===== src/rtl/mips_pkg.sv =====
// mips_pkg: shared encodings for the MIPS32 core write-back path.
//   wb_src_e   - write-back source select (ALU result, aligned load data, link address)
//   ld_type_e  - load width/sign encodings; unlisted codes behave as lw
//   REG_ZERO   - the hardwired $zero register address
package mips_pkg;

  typedef enum logic [1:0] {
    WB_SRC_ALU  = 2'b00,
    WB_SRC_LOAD = 2'b01,
    WB_SRC_LINK = 2'b10,
    WB_SRC_RSVD = 2'b11
  } wb_src_e;

  typedef enum logic [2:0] {
    LD_LB  = 3'b000,
    LD_LBU = 3'b001,
    LD_LH  = 3'b010,
    LD_LHU = 3'b011,
    LD_LW  = 3'b100
  } ld_type_e;

  localparam logic [4:0] REG_ZERO = 5'd0;

endpackage


===== src/rtl/load_align.sv =====
// load_align: combinational load extraction for the write-back stage.
// Picks the addressed little-endian byte or half-word lane out of the raw
// memory word, sign- or zero-extends it, and flags misaligned accesses.
// Ports:
//   loadType_i    load encoding (lb/lbu/lh/lhu/lw, anything else as lw)
//   offset_i      low two bits of the effective address
//   word_i        raw aligned word from data memory
//   data_o        extended load result
//   misaligned_o  half with odd offset, or word with non-zero offset
module load_align #(
  parameter int DW = 32
) (
  input  logic [2:0]    loadType_i,
  input  logic [1:0]    offset_i,
  input  logic [DW-1:0] word_i,
  output logic [DW-1:0] data_o,
  output logic          misaligned_o
);
  import mips_pkg::*;

  logic [7:0]  byteLane;
  logic [15:0] halfLane;

  always_comb begin
    byteLane = word_i[7:0];
    case (offset_i)
      2'd0:    byteLane = word_i[7:0];
      2'd1:    byteLane = word_i[15:8];
      2'd2:    byteLane = word_i[23:16];
      default: byteLane = word_i[31:24];
    endcase
    // Half-word lane is chosen by offset bit 1 only; bit 0 just flags misalignment.
    halfLane = offset_i[1] ? word_i[31:16] : word_i[15:0];
  end

  always_comb begin
    data_o       = word_i;
    misaligned_o = 1'b0;
    case (loadType_i)
      LD_LB:  data_o = {{(DW-8){byteLane[7]}}, byteLane};
      LD_LBU: data_o = {{(DW-8){1'b0}}, byteLane};
      LD_LH: begin
        data_o       = {{(DW-16){halfLane[15]}}, halfLane};
        misaligned_o = offset_i[0];
      end
      LD_LHU: begin
        data_o       = {{(DW-16){1'b0}}, halfLane};
        misaligned_o = offset_i[0];
      end
      default: begin
        data_o       = word_i;
        misaligned_o = (offset_i != 2'd0);
      end
    endcase
  end

endmodule


===== src/rtl/mem_wb_stage.sv =====
// mem_wb_stage: MEM/WB pipeline register and write-back stage; drives the
// register-file write port one cycle after the MEM stage.
// Optional feature: define WB_PERF_EN to build the retired-instruction counter;
// otherwise InstRetired is tied to zero.
// Ports:
//   clk, Reset           clock, asynchronous active-low reset
//   Stall, Flush         hazard-unit controls (Flush wins)
//   Mem*                 MEM-stage instruction fields being captured
//   RegWrite/WriteAddr/WriteData   regfile write port
//   WbValid              WB holds a valid instruction
//   AddrErr              misaligned load sitting in WB
//   InstRetired          retired count (WB_PERF_EN only)
module mem_wb_stage #(
  parameter int DW    = 32,
  parameter int AW    = 5,
  parameter int CNT_W = 32
) (
  input  logic             clk,
  input  logic             Reset,
  input  logic             Stall,
  input  logic             Flush,
  input  logic             MemValid,
  input  logic             MemRegWrite,
  input  logic [AW-1:0]    MemDest,
  input  logic [1:0]       MemWbSrc,
  input  logic [2:0]       MemLoadType,
  input  logic [DW-1:0]    MemAluRes,
  input  logic [DW-1:0]    MemLoadWord,
  input  logic [DW-1:0]    MemPcPlus8,
  output logic             RegWrite,
  output logic [AW-1:0]    WriteAddr,
  output logic [DW-1:0]    WriteData,
  output logic             WbValid,
  output logic             AddrErr,
  output logic [CNT_W-1:0] InstRetired
);
  import mips_pkg::*;

  logic          wbValid_q, wbValid_d;
  logic          regWr_q;
  logic [AW-1:0] dest_q;
  logic [1:0]    wbSrc_q;
  logic [2:0]    loadType_q;
  logic [DW-1:0] aluRes_q;
  logic [DW-1:0] loadWord_q;
  logic [DW-1:0] pcPlus8_q;

  logic          advance;
  logic [DW-1:0] loadData;
  logic          misaligned;

  // The stage moves on unless stalled; a flush always moves it on (as a bubble).
  assign advance = !Stall || Flush;

  always_comb begin
    wbValid_d = wbValid_q;
    if (Flush)       wbValid_d = 1'b0;
    else if (!Stall) wbValid_d = MemValid;
  end

  always_ff @(posedge clk or negedge Reset) begin
    if (!Reset) begin
      wbValid_q  <= 1'b0;
      regWr_q    <= 1'b0;
      dest_q     <= '0;
      wbSrc_q    <= '0;
      loadType_q <= '0;
      aluRes_q   <= '0;
      loadWord_q <= '0;
      pcPlus8_q  <= '0;
    end else begin
      wbValid_q <= wbValid_d;
      // Payload is left untouched on flush; WbValid alone masks it.
      if (!Stall && !Flush) begin
        regWr_q    <= MemRegWrite;
        dest_q     <= MemDest;
        wbSrc_q    <= MemWbSrc;
        loadType_q <= MemLoadType;
        aluRes_q   <= MemAluRes;
        loadWord_q <= MemLoadWord;
        pcPlus8_q  <= MemPcPlus8;
      end
    end
  end

  load_align #(.DW(DW)) u_load_align (
    .loadType_i   (loadType_q),
    .offset_i     (aluRes_q[1:0]),
    .word_i       (loadWord_q),
    .data_o       (loadData),
    .misaligned_o (misaligned)
  );

  assign AddrErr = wbValid_q && (wbSrc_q == WB_SRC_LOAD) && misaligned;

  // Reserved source code falls through to the ALU result.
  always_comb begin
    WriteData = aluRes_q;
    case (wbSrc_q)
      WB_SRC_LOAD: WriteData = loadData;
      WB_SRC_LINK: WriteData = pcPlus8_q;
      default:     WriteData = aluRes_q;
    endcase
  end

  assign RegWrite  = wbValid_q && regWr_q && (dest_q != REG_ZERO) && !AddrErr;
  assign WriteAddr = wbValid_q ? dest_q : '0;
  assign WbValid   = wbValid_q;

`ifdef WB_PERF_EN
  logic [CNT_W-1:0] retired_q, retired_d;

  always_comb begin
    retired_d = retired_q;
    if (wbValid_q && advance) retired_d = retired_q + CNT_W'(1);
  end

  always_ff @(posedge clk or negedge Reset) begin
    if (!Reset) retired_q <= '0;
    else        retired_q <= retired_d;
  end

  assign InstRetired = retired_q;
`else
  logic unusedAdvance;
  assign unusedAdvance = advance;
  assign InstRetired   = '0;
`endif

endmodule


===== config.mk =====
export PLATFORM = sky130hd
export DESIGN_NAME = mem_wb_stage
export DESIGN_NICKNAME = d
export VERILOG_FILES = /design/src/rtl/mips_pkg.sv /design/src/rtl/load_align.sv /design/src/rtl/mem_wb_stage.sv
export SDC_FILE = /design/constraint.sdc
export NUM_CORES = 1
export LEC_CHECK = 0
export CAP_MARGIN = 20
export CORE_MARGIN = 2
export CORE_UTILIZATION = 50
export DETAILED_ROUTE_END_ITERATION = 6
export MAX_ROUTING_LAYER = met4
export PLACE_DENSITY = 0.94
export SYNTH_ARGS = -nofsm -noshare
export SYNTH_HDL_FRONTEND = slang
export SYNTH_SLANG_ARGS = --single-unit

===== constraint.sdc =====
create_clock -name clk -period 3.5 [get_ports clk]
set_clock_uncertainty 0.15 [all_clocks]
set_input_delay 0.35 -clock clk [delete_from_list [all_inputs] [get_ports clk]]
set_output_delay 0.35 -clock clk [all_outputs]
set_load 0.005 [all_outputs]

# Word level (Yosys, flattened, before mapping)
# Index checks and enable logic that the tools add are counted.
[word_totals]
reg_bits = 108
in_bits = 112
out_inout_bits = 72
word_cells = 39
[classes]
n_eq_ne = 8
n_mux = 8
n_reduce_logical = 15
[ops]
columns = ["op", "n"]
rows = [
  ["case mux 32 bit (4 select lines)", 1],
  ["case mux 32 bit (2 select lines)", 1],
  ["case mux 8 bit (3 select lines)", 1],
  ["two-way mux 16 bit", 1],
  ["equality test 3 x 2 -> 1 bit (second input constant)", 2],
  ["logical AND 1 bit", 6],
  ["two-way mux 5 bit", 1],
  ["nonzero test 5 bit", 1],
  ["equality test 2 x 1 -> 1 bit (second input constant)", 2],
  ["equality test 2 bit (second input constant)", 2],
  ["OR reduction 2 bit", 2],
  ["equality test 3 x 1 -> 1 bit (second input constant)", 1],
  ["zero test 1 bit", 3],
  ["zero test 3 bit", 1],
  ["zero test 2 bit", 1],
  ["two-way mux 1 bit", 2],
  ["!= test 2 x 1 -> 1 bit (second input constant)", 1],
  ["case mux 1 bit (2 select lines)", 1],
  ["nonzero test 2 bit", 1],
]

# Depth between registers and ports, before layout
[logic_depth]
depth_word = 6
mapped_depth = 8
ltp_nobuf = 6

# Hierarchy
# From an unflattened synthesis, not the netlist that was laid out.
[hier_totals]
hier_cells = 522
hier_area_um2 = 6054.6
[modules_own_cells]
columns = ["mod", "instances", "cells_per_inst", "area_per_inst_um2", "seq_area_each_um2"]
rows = [
  ["mem_wb_stage", 1, 385, 5038.6, 2702.6],
  ["load_align", 1, 137, 1016.0, 0.0],
]

# Worst setup path after synthesis
# No wires, ideal clock.
[synth_timing]
path_type = "reg-to-output"
start = "register wbSrc_q[0]"
end = "output WriteData[16]"
t_arrival_ns = 1.628
t_required_ns = 3.000
slack_ns = 1.372
path_stages_with_launch = 9
path_buffers = 2
path_cell_list = "dfrtp_1 > inv_1 > ha_1 > nor2b_1 > and2_1 > clkbuf_1 > clkbuf_1 > a221oi_1 > nand2_1"
[synth_via]
elab_chain_len = 2
elab_cells_between_ends = 3
cone_classes = "eq/ne: 2; mux: 1"
[synth_rtl]
columns = ["item", "line", "text"]
rows = [
  ["from (decl)", "mem_wb_stage.sv:42", "logic [1:0] wbSrc_q;"],
  ["from (signal assigned)", "mem_wb_stage.sv:77", "wbSrc_q <= MemWbSrc;"],
  ["equality test 2 bit or equality test 2 x 1 -> 1 bit (tied branches)", "mem_wb_stage.sv:99", "case (wbSrc_q)"],
  ["case mux 32 bit (2 select lines) (*)", "mem_wb_stage.sv:99", ""],
  ["to (decl)", "mem_wb_stage.sv:32", "output logic [DW-1:0] WriteData,"],
]
# Every way passes the cells marked *; elsewhere a longest branch is shown, timed or not.

# Final worst setup path
[layout_timing]
start = "register aluRes_q[1]"
end = "output WriteData[13]"
[layout_via]
elab_chain_len = 4
elab_cells_between_ends = 7
cone_classes = "eq/ne: 2; mux: 4; reduce/logical: 1"
[layout_rtl]
columns = ["item", "line", "text"]
rows = [
  ["from (decl)", "mem_wb_stage.sv:44", "logic [DW-1:0] aluRes_q;"],
  ["from (signal assigned)", "mem_wb_stage.sv:79", "aluRes_q <= MemAluRes;"],
  ["equality test 2 bit, or another cell as far along", "load_align.sv:26", "case (offset_i)"],
  ["case mux 8 bit (3 select lines)", "load_align.sv:26", ""],
  ["case mux 32 bit (4 select lines) (*)", "load_align.sv:39", "case (loadType_i)"],
  ["case mux 32 bit (2 select lines) (*)", "mem_wb_stage.sv:99", ""],
]
# Marks and branches as above.

==> metrics.txt <==
outcome=completed; worst supply voltage drop on vdd=0.000268 V; hold slack=362 ps; post-placement cell area=around 7000 µm²; total inserted antenna cells=0; placed insts=780; launching element of the worst setup path=aluRes_q[1]$_DFFE_PN0P_; Starting DRT DRC Count=344; Critical Path End=WriteData[13]; global-route met3 utilization=under 10%; via count=4,364; post-synthesis compound-gate area fraction=approximately 11%; main combinational cell family by area after synthesis=multiplexers; Global Route met1 Usage=32.7%; cell area after layout=just over 7000 µm²; Clock transition at path regs=around 100 ps; Max-slew headroom=between 40% and 50%; # Max-Cap Violations=0; Mean Syn Cell Area=10.8 µm²; Max H-tree Level=3; routed len/inst=18.0 µm; P_leak=3.03 nW; Final Max Slew Viols=0; GRT Total Usage=between 20 and 30%; fraction of layout cells with a size suffix above 1=20.1%; prevailing post-synth register cell=sky130_fd_sc_hd__dfrtp_1; count of nets left with antenna violations after detail routing=0; min-delay worst type=reg -> reg; TritonCTS buffer count=9; Post-Synth Adder-Cell Area=0.454%; per-cell via count in the routed design=5.48; number of synthesized flops with an enable pin=0; placer congestion estimate=0.847; number of optimization iterations in the first detailed-route pass=5; share of cell area taken by muxes after synthesis=21.9%; Worst Path Class, Setup=reg -> out; RSZ-0062 raised after global routing=false; area share of and/or/nand/nor cells after synthesis=9.89%; Initial Util=around 51%; CTS tree=built; kind of end point of the critical path=primary output; Layout Cells excl Fill=797; slack of the worst reg-to-reg path=2250 ps; CTS Sinks=108; Unique masters post-synth=35; pin count of the biggest net entering global routing=65; xor/xnor share of the synthesized area=0%; GRT busiest layer=met2; Setup Fix Bufs, Post-CTS=0; CP required=around 3000 ps; overall die width=109 µm; area of the core=10,800 µm²; sum of net half-perimeters after detailed placement=around 11 mm; DIE HEIGHT=109 µm; post-route minimum period=3270 ps; Synth Warn #=0; post-route setup TNS=0 ps; global-route wire length before repair=22.3 mm; maximum achievable frequency=0.306 GHz; startpoint of the most critical register-to-register path=aluRes_q[1]$_DFFE_PN0P_; overall die area=11,900 µm²; count of final setup violators=0; number of global-route vias before repair=4,301; source-to-sink clock delay at the later pin of the worst-skew pair=360 ps; NumNets Final=766; data arrival at the endpoint of the critical path=between 2000 and 3000 ps; buffer type at the clock tree root=sky130_fd_sc_hd__clkbuf_8; grt ovf=0; Port Buffers=151; number of antenna violations at the first check in global routing=0; worst r2r path cells=2; cell count after synthesis=a little over 500; total length of routed wires=approximately 14 mm; Seq cells post-synth=108; Tcrit/Tclk final=93.5%; Worst-Margin Slew=approximately 770 ps; deepest clock path buffer count=2; maximum fanout count along the critical path=14; Netlist Area Pre-Place=5520 µm²; cts repair resizes=0; endpoint of the worst register-to-register path=aluRes_q[1]$_DFFE_PN0P_; Placement Rows=38; share of synthesized flip-flops with an asynchronous set or reset=100%; remaining design rule violation count=0; top-level port count=about 180; sequential element share of the synthesized area=49.0%; area added between synthesis and finish=31.3%; final hold violation count=0; P per Cell Area=about 460 nW/µm²; critical path startpoint category=flip-flop; met2 routing resource usage after global routing=41.0%
==> kinds of logic after synthesis <==
logic type               Yosys count
multiplexers                     106
other                              1
AND/OR/NAND/NOR                  129
adder cells (fa/ha/maj)            2
flip-flops                       108
AO/OA/AOI/OAI                     88
buffers and inverters             78
==> repair_timing <==
item                                    CTS  global route
hold endpoints to repair                 57             0
endpoints found under the setup margin    0             0
hold buffers                              1             0
==> sequential cells by signal, summed over array words and instances, names as in the netlist <==
name and count:
aluRes_q 32, loadWord_q 32, pcPlus8_q 32, dest_q 5
loadType_q 3, wbSrc_q 2, WbValid 1, regWr_q 1
==> Yosys cell counts (2+ instances only) <==
cell type	n	area [µm²]
sky130_fd_sc_hd__a22o_1	7	61.3
sky130_fd_sc_hd__nor3_1	2	10.0
sky130_fd_sc_hd__nor2b_1	2	12.5
sky130_fd_sc_hd__mux2_2	96	1080
sky130_fd_sc_hd__and2_1	6	37.5
sky130_fd_sc_hd__buf_2	15	75.1
sky130_fd_sc_hd__mux4_2	2	45.0
sky130_fd_sc_hd__ha_1	2	25.0
sky130_fd_sc_hd__buf_4	33	248
sky130_fd_sc_hd__o21ai_0	27	135
sky130_fd_sc_hd__or3_1	7	43.8
sky130_fd_sc_hd__mux2i_1	8	80.1
sky130_fd_sc_hd__nor2_1	29	109
sky130_fd_sc_hd__clkbuf_1	17	63.8
sky130_fd_sc_hd__a221oi_1	16	140
sky130_fd_sc_hd__o221ai_1	8	70.1
sky130_fd_sc_hd__nand2_1	78	293
sky130_fd_sc_hd__inv_1	11	41.3
sky130_fd_sc_hd__a21oi_1	16	80.1
sky130_fd_sc_hd__dfrtp_1	108	2700
sky130_fd_sc_hd__o22ai_1	8	50.1
==> critical path, cell delays in order (launching register included) <==
cell                              delay (ps)
sky130_fd_sc_hd__dfrtp_1                 670
sky130_fd_sc_hd__mux4_2                  620
sky130_fd_sc_hd__nor2b_4                 160
sky130_fd_sc_hd__o31ai_4                 300
sky130_fd_sc_hd__o21ai_0                 180
sky130_fd_sc_hd__clkdlybuf4s50_1         470
==> how the worst min path moves through the flow <==
stage | slack (ps) | from | end | depth (start not counted)
6_report | 360 | loadWord_q[1]$_DFFE_PN0P_ | loadWord_q[1]$_DFFE_PN0P_ | 1
5_1_grt | 370 | loadWord_q[0]$_DFFE_PN0P_ | loadWord_q[0]$_DFFE_PN0P_ | 1
4_1_cts | 360 | MemLoadWord[13] | loadWord_q[13]$_DFFE_PN0P_ | 3
3_5_place_dp | 310 | Reset | aluRes_q[23]$_DFFE_PN0P_ | 1
3_3_place_gp | 300 | Reset | aluRes_q[23]$_DFFE_PN0P_ | 1
2_1_floorplan | -100 | Reset | WbValid$_DFFE_PN0P_ | 0
==> cells in the final DEF, fill, tap and decap left out, types with 2 or more instances in the layout <==
cell type                         instances
sky130_fd_sc_hd__buf_12                   2
sky130_fd_sc_hd__a22o_1                   7
sky130_fd_sc_hd__a21oi_1                 16
sky130_fd_sc_hd__dfrtp_1                108
sky130_fd_sc_hd__o21ai_0                 27
sky130_fd_sc_hd__o221ai_1                 8
sky130_fd_sc_hd__mux2_2                  96
sky130_fd_sc_hd__nand2_1                 78
sky130_fd_sc_hd__mux2i_1                  8
sky130_fd_sc_hd__clkbuf_8                10
sky130_fd_sc_hd__conb_1                  32
sky130_fd_sc_hd__or3_1                    7
sky130_fd_sc_hd__mux4_2                   2
sky130_fd_sc_hd__nor3_1                   2
sky130_fd_sc_hd__inv_1                   11
sky130_fd_sc_hd__inv_6                    2
sky130_fd_sc_hd__nor2_1                  28
sky130_fd_sc_hd__and2_1                   6
sky130_fd_sc_hd__a221oi_1                16
sky130_fd_sc_hd__clkinv_4                 2
sky130_fd_sc_hd__buf_4                   11
sky130_fd_sc_hd__nor2b_1                  2
sky130_fd_sc_hd__clkdlybuf4s50_1        150
sky130_fd_sc_hd__o22ai_1                  8
==> final cells by class <==
type	instances	area (µm²)
clock buffers	11	141
clock inverters	5	42.5
fillers	833	3550
inverters	12	45.0
multi-input cells	357	2510
flip-flops and latches	108	2700
well taps	140	175
repair buffers	164	1630
==> metrics by stage <==
stage               setup WS [ps]  utilization [%]  power (mW)
floorplan                    1370                -        2.13
global placement              736             65.3        2.62
detailed placement            661             65.3        2.66
CTS                           217             67.1        3.38
global route                 90.6             67.1        3.55
finish                        227             67.1        3.36
==> metal layers <==
| layer | routed length (µm) | share of wire (%) |
|---|---|---|
| met5 | 0 | 0 |
| met4 | 382 | 2.7 |
| met3 | 986 | 6.9 |
| met2 | 7240 | 50 |
| met1 | 5770 | 40 |
==> power breakdown <==
part	switching (mW)	leakage, nW	internal [mW]
clock	0.431	0.0905	0.287
sequential	0.152	1.28	1.43
combinational	0.450	1.67	0.613
total	1.03	3.03	2.33
Note: power is estimated with default switching activity, not from simulation.
==> variant, RTL diff (config.mk and constraints unchanged) <==
Build with the macro `WB_PERF_EN` defined.
--- a/src/rtl/mem_wb_stage.sv
+++ b/src/rtl/mem_wb_stage.sv
@@ -12,2 +12,4 @@
 //   InstRetired          retired count (WB_PERF_EN only)
+`define WB_PERF_EN
+
 module mem_wb_stage #(
Behaviour: not the same (a bounded check fails within 4 cycles, from zero or initial values and one cycle with Reset low).
==> variant against the original RTL <==
  * Setup slack worse by 0.0017 ns
  * Register-to-register slack lost 0.93 ns
  * Sequential cell count up 32
  * Design area is 28% higher
  * Utilization is 3.3 points higher
  * Critical path depth stayed put
  * Synthesized area increased by 21%
  * Via count rose by 22%
  * Power increased by 47%
  * Sequential power increased by 28%
  * Wire length increased by 31%
  * Critical path type unchanged
  * Critical endpoint is now WriteData[31]
  * Largest cell class unchanged
  * Largest power group unchanged
==> variant: results (changes against the original RTL) <==
R2R Path Start WbValid; worst slew slack as a fraction of its limit 51.6% (+2.8 points); DRC violation total after the first TritonRoute iteration 464 (+35%); start point of the critical path loadWord_q[31]; CTS H-tree depth 4 (+1); wire length of the first global-routing pass 29.6 mm (+32%); worst reg2reg path depth 5 (+3); share of post-route cells with drive strength above 1 20.7% (+0.60 points); setup slack after placement 0.716 ns (+0.0552 ns); final period utilization 93.6% (about the same); Post-Route WL 18.9 mm (+31%); gpl congestion 0.914 (+7.9%); total number of vias 5330 (+22%); cell count after synthesis 561 (+9.6%); maximum clock path buffer count 2 (unchanged); aggregate global-route resource usage 27.6% (+2.3 points); share of synthesized area occupied by flip-flops and latches 52.6% (+3.6 points); worst min-delay path class in2async; VDD IR-drop max 351 uV (+31%); Worst-path clk slew 0.05 ns (-0.05 ns); biggest area contributors in the synthesized netlist dfrtp_1 (53%), mux2_2 (18%), nand2_1 (3.6%); Filler Cells Inserted 882 (+5.9%); total CTS buffers 17 (+8); R2R Setup Slk 1.32 ns (-0.93 ns); power density normalized to cell area 535 nW/um^2 (+15%); number of cells in the design after placement 892 (+14%); worst reg2reg endpoint InstRetired[28]; critical path fanouts, max 16 (+2); post-synth cell types 42 (+20%); largest net degree at the start of global routing 127 (+95%); layout net count 852 (+11%); result of the run finished clean; count of buffers inserted at the top-level ports 183 (+21%); post-DP HPWL 12.9 mm (+21%); number of hold buffers added after CTS 0 (-1); average via count per standard cell 5.76 (+5.2%); area after detailed placement 8640 um^2 (+22%); leak pwr 3.69 nW (+22%); share of synthesized registers carrying an async set or reset 100% (unchanged); vias in the first global route 5517 (+28%); Worst Setup EP WriteData[31]; most used standard cells in the synthesized netlist dfrtp_1 (140), mux2_2 (104), nand2_1 (64); arrival time of the worst setup path 2.78 ns (about the same); Root Buffer Master clkbuf_16; clock latency on the worst-skew pair 0.42 ns (+0.06 ns)
variant: cells by family after synthesis:
logic type                 synth area share, %
DFF                                       52.6
and+or+nand+nor                           11.4
xor gates and xnor gates                  4.07
adders and majority gates                0.563
buffers and inverters                     2.76
AOI/OAI and AO/OA                         9.40
muxes                                     19.3
variant: critical path, stage by stage (launching register included):
cell and delay (ns):
dfrtp_1 0.43, mux4_2 0.54, nor2b_1 0.18, o211ai_4 0.50
o211ai_1 0.17, clkdlybuf4s50_1 0.54
variant: power by group:
part           leakage (nW)  switching [mW]  total (mW)  internal, mW
logic                  1.72           0.491        1.16         0.669
registers              1.69           0.188        2.02          1.83
clock network         0.286           0.655        1.77          1.11
total                  3.69            1.33        4.95          3.62
variant: worst min-delay path by stage:
stage / cells past startpoint / start / slack, ns / to
after floorplan: 0 / Reset / -0.1 / InstRetired[0]
after detailed placement: 1 / InstRetired[31] / 0.31 / InstRetired[31]
after global routing: 2 / Reset / 0.27 / aluRes_q[17]
after CTS: 1 / Reset / 0.03 / pcPlus8_q[20]
after global placement: 1 / InstRetired[31] / 0.31 / InstRetired[31]
final: 2 / Reset / 0.24 / aluRes_q[16]
variant: layout make-up:
class                   instances  share of cell area (%)
clock buffers                  24                    5.31
inverters                       9                   0.365
repair buffers                191                    20.8
clock inverters                 7                   0.947
flip-flops and latches        140                    37.9
multi-input cells             378                    32.3
well taps                     176                    2.38
variant: routing by layer:
| layer | vias to the layer above | wire length (um) | track usage [%] |
|---|---|---|---|
| met2 | 213 | 9850 | 46.0 |
| met4 | 0 | 506 | 9.85 |
| li1 | 2382 | - | - |
| met3 | 40 | 1020 | 5.99 |
| met5 | - | 0 | - |
| met1 | 2695 | 7500 | 33.3 |
